[config.mk]
export PLATFORM = sky130hd
export DESIGN_NAME = cpu_timing_gen_flat
export DESIGN_NICKNAME = d
export VERILOG_FILES = /design/src/rtl/cpu_timing_gen_pkg.sv /design/src/rtl/cpu_timing_gen_if.sv /design/src/rtl/tg_beat_ring.sv /design/src/rtl/cpu_timing_gen.sv /design/src/flat_wrapper.sv
export SDC_FILE = /design/constraint.sdc
export NUM_CORES = 1
export LEC_CHECK = 0
export ABC_AREA = 1
export BUFFER_PORTS_ARGS = -buffer_cell sky130_fd_sc_hd__buf_2
export CORE_MARGIN = 10
export CORE_UTILIZATION = 42
export DETAILED_ROUTE_END_ITERATION = 10
export PLACE_DENSITY = 0.73
export SETUP_SLACK_MARGIN = 0.5
export SLEW_MARGIN = 20
export SYNTH_ARGS = -nofsm -noshare
export SYNTH_HDL_FRONTEND = slang
export SYNTH_SLANG_ARGS = --single-unit
[constraint.sdc]
create_clock -name clk -period 2.3 [get_ports clk]
set_clock_uncertainty 0.2 [all_clocks]
set_input_delay 0.115 -clock clk [delete_from_list [all_inputs] [get_ports clk]]
set_output_delay 0.115 -clock clk [all_outputs]
set_load 0.02 [all_outputs]
[src/rtl/cpu_timing_gen_pkg.sv]
// Shared encodings for the machine-cycle / beat generator.
// Holds the FSM state enum, the one-hot beat constants and the default timeout.
package cpu_timing_gen_pkg;

    typedef enum logic [1:0] {
        TG_IDLE  = 2'd0,
        TG_IF    = 2'd1,
        TG_EX    = 2'd2,
        TG_FAULT = 2'd3
    } tg_state_e;

    localparam logic [3:0] BEAT_NONE = 4'b0000;
    localparam logic [3:0] BEAT_T1   = 4'b0001;
    localparam logic [3:0] BEAT_T2   = 4'b0010;
    localparam logic [3:0] BEAT_T3   = 4'b0100;
    localparam logic [3:0] BEAT_T4   = 4'b1000;

    localparam int TG_TIMEOUT_DEFAULT = 255;

endpackage

[src/rtl/cpu_timing_gen_if.sv]
// Control/status bundle between the timing generator and its environment.
// The environment (master) drives sequencing inputs; the generator (slave) drives flags, beats and status.
interface cpu_timing_gen_if #(
    parameter int CNT_W = 32
);
    logic             start;
    logic             halt_req;
    logic             output_done;
    logic             Mif;
    logic             Mex;
    logic             T1;
    logic             T2;
    logic             T3;
    logic             T4;
    logic             busy;
    logic             halted;
    logic             timeout_err;
    logic [CNT_W-1:0] retired;

    modport master (
        output start, halt_req, output_done,
        input  Mif, Mex, T1, T2, T3, T4, busy, halted, timeout_err, retired
    );

    modport slave (
        input  start, halt_req, output_done,
        output Mif, Mex, T1, T2, T3, T4, busy, halted, timeout_err, retired
    );

endinterface

[src/rtl/tg_beat_ring.sv]
// Four-beat one-hot ring: restart at T1, advance one beat per clock and park on T4.
// Clearing to zero has priority over restart so IDLE/FAULT always show no beat.
module tg_beat_ring
    import cpu_timing_gen_pkg::*;
(
    input  logic       clk,
    input  logic       rst,
    input  logic       i_clr_t1,
    input  logic       i_clr_zero,
    input  logic       i_adv,
    output logic [3:0] o_beat
);

    logic [3:0] r_beat;

    always_ff @(posedge clk) begin
        if (rst || i_clr_zero) begin
            r_beat <= BEAT_NONE;
        end else if (i_clr_t1) begin
            r_beat <= BEAT_T1;
        end else if (i_adv && (r_beat != BEAT_T4)) begin
            r_beat <= r_beat << 1;
        end
    end

    assign o_beat = r_beat;

endmodule

[src/rtl/cpu_timing_gen.sv]
// Machine-cycle (IF/EX) and beat (T1..T4) generator with halt sequencing,
// retired-instruction counting and a sticky bus-stall timeout fault.
module cpu_timing_gen
    import cpu_timing_gen_pkg::*;
#(
    parameter int TIMEOUT_CYCLES = TG_TIMEOUT_DEFAULT,
    parameter int WAIT_W         = 8,
    parameter int CNT_W          = 32
) (
    input  logic             clk,
    input  logic             rst,
    cpu_timing_gen_if.slave  bus
);

    localparam logic [WAIT_W-1:0] WAIT_LAST = WAIT_W'(TIMEOUT_CYCLES - 1);

    tg_state_e         r_state;
    tg_state_e         w_next_state;
    logic [WAIT_W-1:0] r_wait;
    logic [WAIT_W-1:0] w_wait_next;
    logic [CNT_W-1:0]  r_retired;
    logic              w_retire;
    logic              w_clr_t1;
    logic              w_clr_zero;
    logic              w_adv;
    logic [3:0]        w_beat;

    always_ff @(posedge clk) begin
        if (rst) begin
            r_state   <= TG_IDLE;
            r_wait    <= '0;
            r_retired <= '0;
        end else begin
            r_state <= w_next_state;
            r_wait  <= w_wait_next;
            if (w_retire) begin
                r_retired <= r_retired + CNT_W'(1);
            end
        end
    end

    // Completion beats timeout; wait never wraps because FAULT is taken at WAIT_LAST.
    always_comb begin
        w_next_state = r_state;
        w_wait_next  = r_wait;
        w_retire     = 1'b0;
        w_clr_t1     = 1'b0;
        w_clr_zero   = 1'b0;
        w_adv        = 1'b0;
        case (r_state)
            TG_IDLE: begin
                if (bus.start) begin
                    w_next_state = TG_IF;
                    w_clr_t1     = 1'b1;
                    w_wait_next  = '0;
                end
            end
            TG_IF, TG_EX: begin
                if (bus.output_done) begin
                    w_wait_next = '0;
                    if (r_state == TG_IF) begin
                        w_next_state = TG_EX;
                        w_clr_t1     = 1'b1;
                    end else begin
                        w_retire = 1'b1;
                        if (bus.halt_req) begin
                            w_next_state = TG_IDLE;
                            w_clr_zero   = 1'b1;
                        end else begin
                            w_next_state = TG_IF;
                            w_clr_t1     = 1'b1;
                        end
                    end
                end else if (r_wait == WAIT_LAST) begin
                    w_next_state = TG_FAULT;
                    w_clr_zero   = 1'b1;
                end else begin
                    w_adv       = 1'b1;
                    w_wait_next = r_wait + WAIT_W'(1);
                end
            end
            TG_FAULT: begin
                w_clr_zero = 1'b1;
            end
            default: begin
                w_next_state = TG_IDLE;
                w_clr_zero   = 1'b1;
            end
        endcase
    end

    tg_beat_ring u_beat_ring (
        .clk        (clk),
        .rst        (rst),
        .i_clr_t1   (w_clr_t1),
        .i_clr_zero (w_clr_zero),
        .i_adv      (w_adv),
        .o_beat     (w_beat)
    );

    assign bus.Mif         = (r_state == TG_IF);
    assign bus.Mex         = (r_state == TG_EX);
    assign bus.T1          = w_beat[0];
    assign bus.T2          = w_beat[1];
    assign bus.T3          = w_beat[2];
    assign bus.T4          = w_beat[3];
    assign bus.busy        = (r_state == TG_IF) || (r_state == TG_EX);
    assign bus.halted      = (r_state == TG_IDLE);
    assign bus.timeout_err = (r_state == TG_FAULT);
    assign bus.retired     = r_retired;

endmodule

[src/flat_wrapper.sv]
// flat-port wrapper written by rule: the top's interface ports become plain ports
module cpu_timing_gen_flat import cpu_timing_gen_pkg::*;
#(
    parameter int TIMEOUT_CYCLES = TG_TIMEOUT_DEFAULT,
    parameter int WAIT_W         = 8,
    parameter int CNT_W          = 32
)
  (clk, rst, bus_start, bus_halt_req, bus_output_done, bus_Mif, bus_Mex, bus_T1, bus_T2, bus_T3, bus_T4, bus_busy, bus_halted, bus_timeout_err, bus_retired);
  cpu_timing_gen_if #(.CNT_W(CNT_W)) bus_i ();
  input  logic clk;
  input  logic rst;
  input wire logic [$bits(bus_i.start)-1:0] bus_start;
  input wire logic [$bits(bus_i.halt_req)-1:0] bus_halt_req;
  input wire logic [$bits(bus_i.output_done)-1:0] bus_output_done;
  output wire logic [$bits(bus_i.Mif)-1:0] bus_Mif;
  output wire logic [$bits(bus_i.Mex)-1:0] bus_Mex;
  output wire logic [$bits(bus_i.T1)-1:0] bus_T1;
  output wire logic [$bits(bus_i.T2)-1:0] bus_T2;
  output wire logic [$bits(bus_i.T3)-1:0] bus_T3;
  output wire logic [$bits(bus_i.T4)-1:0] bus_T4;
  output wire logic [$bits(bus_i.busy)-1:0] bus_busy;
  output wire logic [$bits(bus_i.halted)-1:0] bus_halted;
  output wire logic [$bits(bus_i.timeout_err)-1:0] bus_timeout_err;
  output wire logic [$bits(bus_i.retired)-1:0] bus_retired;
  assign bus_i.start = bus_start;
  assign bus_i.halt_req = bus_halt_req;
  assign bus_i.output_done = bus_output_done;
  assign bus_Mif = bus_i.Mif;
  assign bus_Mex = bus_i.Mex;
  assign bus_T1 = bus_i.T1;
  assign bus_T2 = bus_i.T2;
  assign bus_T3 = bus_i.T3;
  assign bus_T4 = bus_i.T4;
  assign bus_busy = bus_i.busy;
  assign bus_halted = bus_i.halted;
  assign bus_timeout_err = bus_i.timeout_err;
  assign bus_retired = bus_i.retired;
  cpu_timing_gen #(.TIMEOUT_CYCLES(TIMEOUT_CYCLES), .WAIT_W(WAIT_W), .CNT_W(CNT_W)) u_core (.clk(clk), .rst(rst), .bus(bus_i));
endmodule
==> results.md <==
* Launch point of the worst hold path: bus_output_done
* Yosys synthesis warning count at 0
* Category of the worst setup path capture point: register
* Number of antenna cells inserted at 0
* Max-slew headroom at the worst pin at 0.599
* Rows at 28
* Core area at 0.00603 mm^2
* R2R Path Start: u_core.r_state[0]
* Critical Path Max Stage Delay at 0.38 ns
* Instance count along the most critical hold path at 4
* Final slew viol count at 0
* Antenna violations before repair at 0
* Post-Syn Area at 0.00265 mm^2
* Maximum number of pins on one net before global-route repair at 21
* Later-pin clock latency in the skew report at 0.31 ns
* Final setup violation count at 0
* Number of cells produced by synthesis at 414
* Crit-path max FO at 5
* Final Critical Period at 2.00 ns
* Global-route wire length before repair at 12200 um
* Count of buffer and inverter cells on the critical path at 3
* Tightest Hold Check Type: input pin to register
* Final-stage net count at 504
* Total power after layout at 2.45 mW
* Leak at 1.56 nW
* Endpoint of the lowest-slack register-to-register path: u_core.bus.retired[14]
* Depth of the worst register-to-register path at 10
* Placed cell areas at 0.00297 mm^2
* Tcrit/Tclk final at 0.868
* Power per cell area at 705 mW/mm^2
* Number of design-rule violations left by the first detailed-router iteration at 143
* I/O Buffers at 45
* Startpoint class of the critical path: register
* # clock sinks at 46
* Total of max-cap violations at 0
* Number of nets with antenna violations after detailed routing at 0
* Total routing resource utilization after global routing at 0.144
* Multi-input gate area at 0.00157 mm^2
* Slowest-stage cell, CP: sky130_fd_sc_hd__dfxtp_4
* Post-DR wirelength/cell at 13.5 um
* Die area at 0.00988 mm^2
* Length of the first detailed-routing pass in iterations at 5
* Synthesis-to-layout area growth at 31.4%
* Total Neg Setup Slack at 0 ns
* Path type of the worst setup path: register to register
* Hold Path End: u_core.r_wait[4]
* Number of buffers inserted during clock tree synthesis at 5
* Worst-path clk slew at 0.10 ns
* Proportion of layout cells with a drive suffix above 1 at 0.264
* Area taken by flip-flops and latches at 926 um^2
* Vias at 2908
* Critical Path RT at 2.29 ns
* Share of synthesized area occupied by flip-flops and latches at 0.348
* Total wire length at 7630 um
* Post-layout instance area at 0.00348 mm^2
* Slew at the pin with the worst max-slew slack at 0.600 ns
* Average instance area after synthesis at 6.40 um^2
* Critical-path cell list: inv_4, ha_4, nand2_4, nor2_4, buf_6, nand3_4, buf_4, nor2_4, xnor2_1, nor2_1
* Crit path max-delay family: simple AND/OR/NAND/NOR gates
* Clock root buffer: sky130_fd_sc_hd__clkbuf_8
* Number of I/O pins at 46
* Detailed placer's ending HPWL at 5210 um
* Height of the chip at 99.4 um
* Floorplan die width at 99.4 um
* Endpoints failing hold at 0
* Grt total ovfl at 0
* Post-route setup slack at 0.305 ns
* Arrival time of the worst setup path at 1.98 ns
* Deepest level of the CTS H-tree at 2
* Number of global-route vias before repair at 2692
* Post-detailed-route DRC marker count at 0
* Most used cells in the layout excluding fill and tap cells: 87 x sky130_fd_sc_hd__nand2_1, 70 x sky130_fd_sc_hd__inv_1, 60 x sky130_fd_sc_hd__nor2_1
* Number of library cell types mapped by synthesis at 28
* Maximum vdd ir drop at 0.449 mV
* CTS tree: built
* R2R setup slack at 0.30 ns
* Final-layout fill cell count at 559
* End-of-flow core utilization at 0.577
* Post-place setup slack at 0.194 ns
* Result of the run: complete, no violations
* Vias/cell at 5.13
* Effective utilization at floorplan at 0.440
* GP Congestion at 0.861
* CP most frequent cell: sky130_fd_sc_hd__nor2_4
* Setup repair after global routing missed its margin: yes
* Deepest clock path buffer count at 2
* Net count after synthesis at 427
* Number of synthesized register bits at 46
* Most common cell after layout, fill and taps aside: sky130_fd_sc_hd__nand2_1
* Max Clock Freq at 0.501 GHz
logic make-up (layout without fill, tap and decap cells):
logic type,Yosys count,after routing,synth area share
compound gates,53,53,0.107
xor+xnor,3,3,0.00992
fa+ha+maj,8,8,0.0378
simple gates,223,224,0.377
flops,46,46,0.348
buf+inv,81,158,0.120
power breakdown:
part | switching, mW | total, mW | internal [mW] | leakage (nW)
combinational | 0.561 | 1.02 | 0.460 | 1.14
clock | 0.281 | 0.525 | 0.243 | 0.0482
sequential | 0.0553 | 0.907 | 0.851 | 0.372
worst max path at each step:
stage	start	end	slack [ns]	cells past startpoint
floorplan	u_core.r_state[0]	u_core.bus.retired[16]	0.50	10
finish	u_core.r_state[0]	u_core.bus.retired[14]	0.30	10
global route	u_core.r_state[0]	u_core.bus.retired[30]	0.23	11
detailed placement	u_core.r_state[1]	u_core.bus.retired[30]	0.19	9
CTS	u_core.r_state[1]	u_core.bus.retired[23]	0.38	11
global placement	u_core.r_state[0]	u_core.bus.retired[30]	0.29	9
Yosys cell counts:
cell	count	area share
sky130_fd_sc_hd__nand2_1	95	0.13
sky130_fd_sc_hd__inv_1	74	0.10
sky130_fd_sc_hd__nor2_1	65	0.092
sky130_fd_sc_hd__dfxtp_1	46	0.35
sky130_fd_sc_hd__nand3_1	33	0.062
sky130_fd_sc_hd__a21oi_1	26	0.049
sky130_fd_sc_hd__o21ai_0	19	0.036
sky130_fd_sc_hd__nand4_1	13	0.031
sky130_fd_sc_hd__ha_1	8	0.038
sky130_fd_sc_hd__nor2_4	5	0.021
sky130_fd_sc_hd__nor3_1	4	0.0076
sky130_fd_sc_hd__clkbuf_1	3	0.0043
sky130_fd_sc_hd__xnor2_1	3	0.0099
sky130_fd_sc_hd__buf_6	2	0.0085
sky130_fd_sc_hd__nand3_2	2	0.0076
sky130_fd_sc_hd__nor2_2	2	0.0047
sky130_fd_sc_hd__o21a_1	2	0.0057
sky130_fd_sc_hd__o21bai_1	2	0.0057
sky130_fd_sc_hd__a21oi_2	1	0.0033
sky130_fd_sc_hd__a31oi_1	1	0.0024
sky130_fd_sc_hd__buf_1	1	0.0014
sky130_fd_sc_hd__inv_2	1	0.0014
sky130_fd_sc_hd__nand2_2	1	0.0024
sky130_fd_sc_hd__nand2_4	1	0.0043
sky130_fd_sc_hd__nand3_4	1	0.0066
sky130_fd_sc_hd__nand3b_1	1	0.0028
sky130_fd_sc_hd__o21ai_1	1	0.0019
sky130_fd_sc_hd__o21ai_2	1	0.0033
tightest hold or removal path: cells and delay by family:
family	cells	cell delay, ns
buffers and inverters	1	0.17
and+or+nand+nor	2	0.15
AOI/OAI and AO/OA	1	0.04
final cells by class:
| class | count | area share |
|---|---|---|
| clock buffers | 7 | 0.0248 |
| well taps | 75 | 0.0270 |
| multi-input cells | 288 | 0.451 |
| clock inverters | 1 | 0.00144 |
| repair buffers | 75 | 0.147 |
| inverters | 75 | 0.0823 |
| flip-flops and latches | 46 | 0.266 |
state kept, by name, indices dropped and copies added (netlist names):
register / count
u_core.r_state: 2
u_core.bus.retired: 32
u_core.r_wait: 8
u_core.u_beat_ring.o_beat: 4
timing repair:
item,in CTS,in global routing
resized for setup,20,28
hold endpoints to repair,6,0
setup endpoints to repair,40,43
buffers inserted,14,13
hold buffers,1,0
pin swaps,12,25
gates cloned,1,0
layer usage:
metal	up-vias	share of wire	track usage
li1	1456	-	-
met1	1352	0.42	0.160
met2	85	0.52	0.264
met3	15	0.050	0.0318
met4	0	0.016	0.0441
met5	-	0	0
per-stage QoR:
stage                     hold slack (ns)  std cells
after floorplan                     0.104        414
final                              0.0293        567
after detailed placement            0.226        530
after global placement              0.217        530
after global routing               0.0492        567
after CTS                          0.0201        554
(Power assumes the default switching activity.)
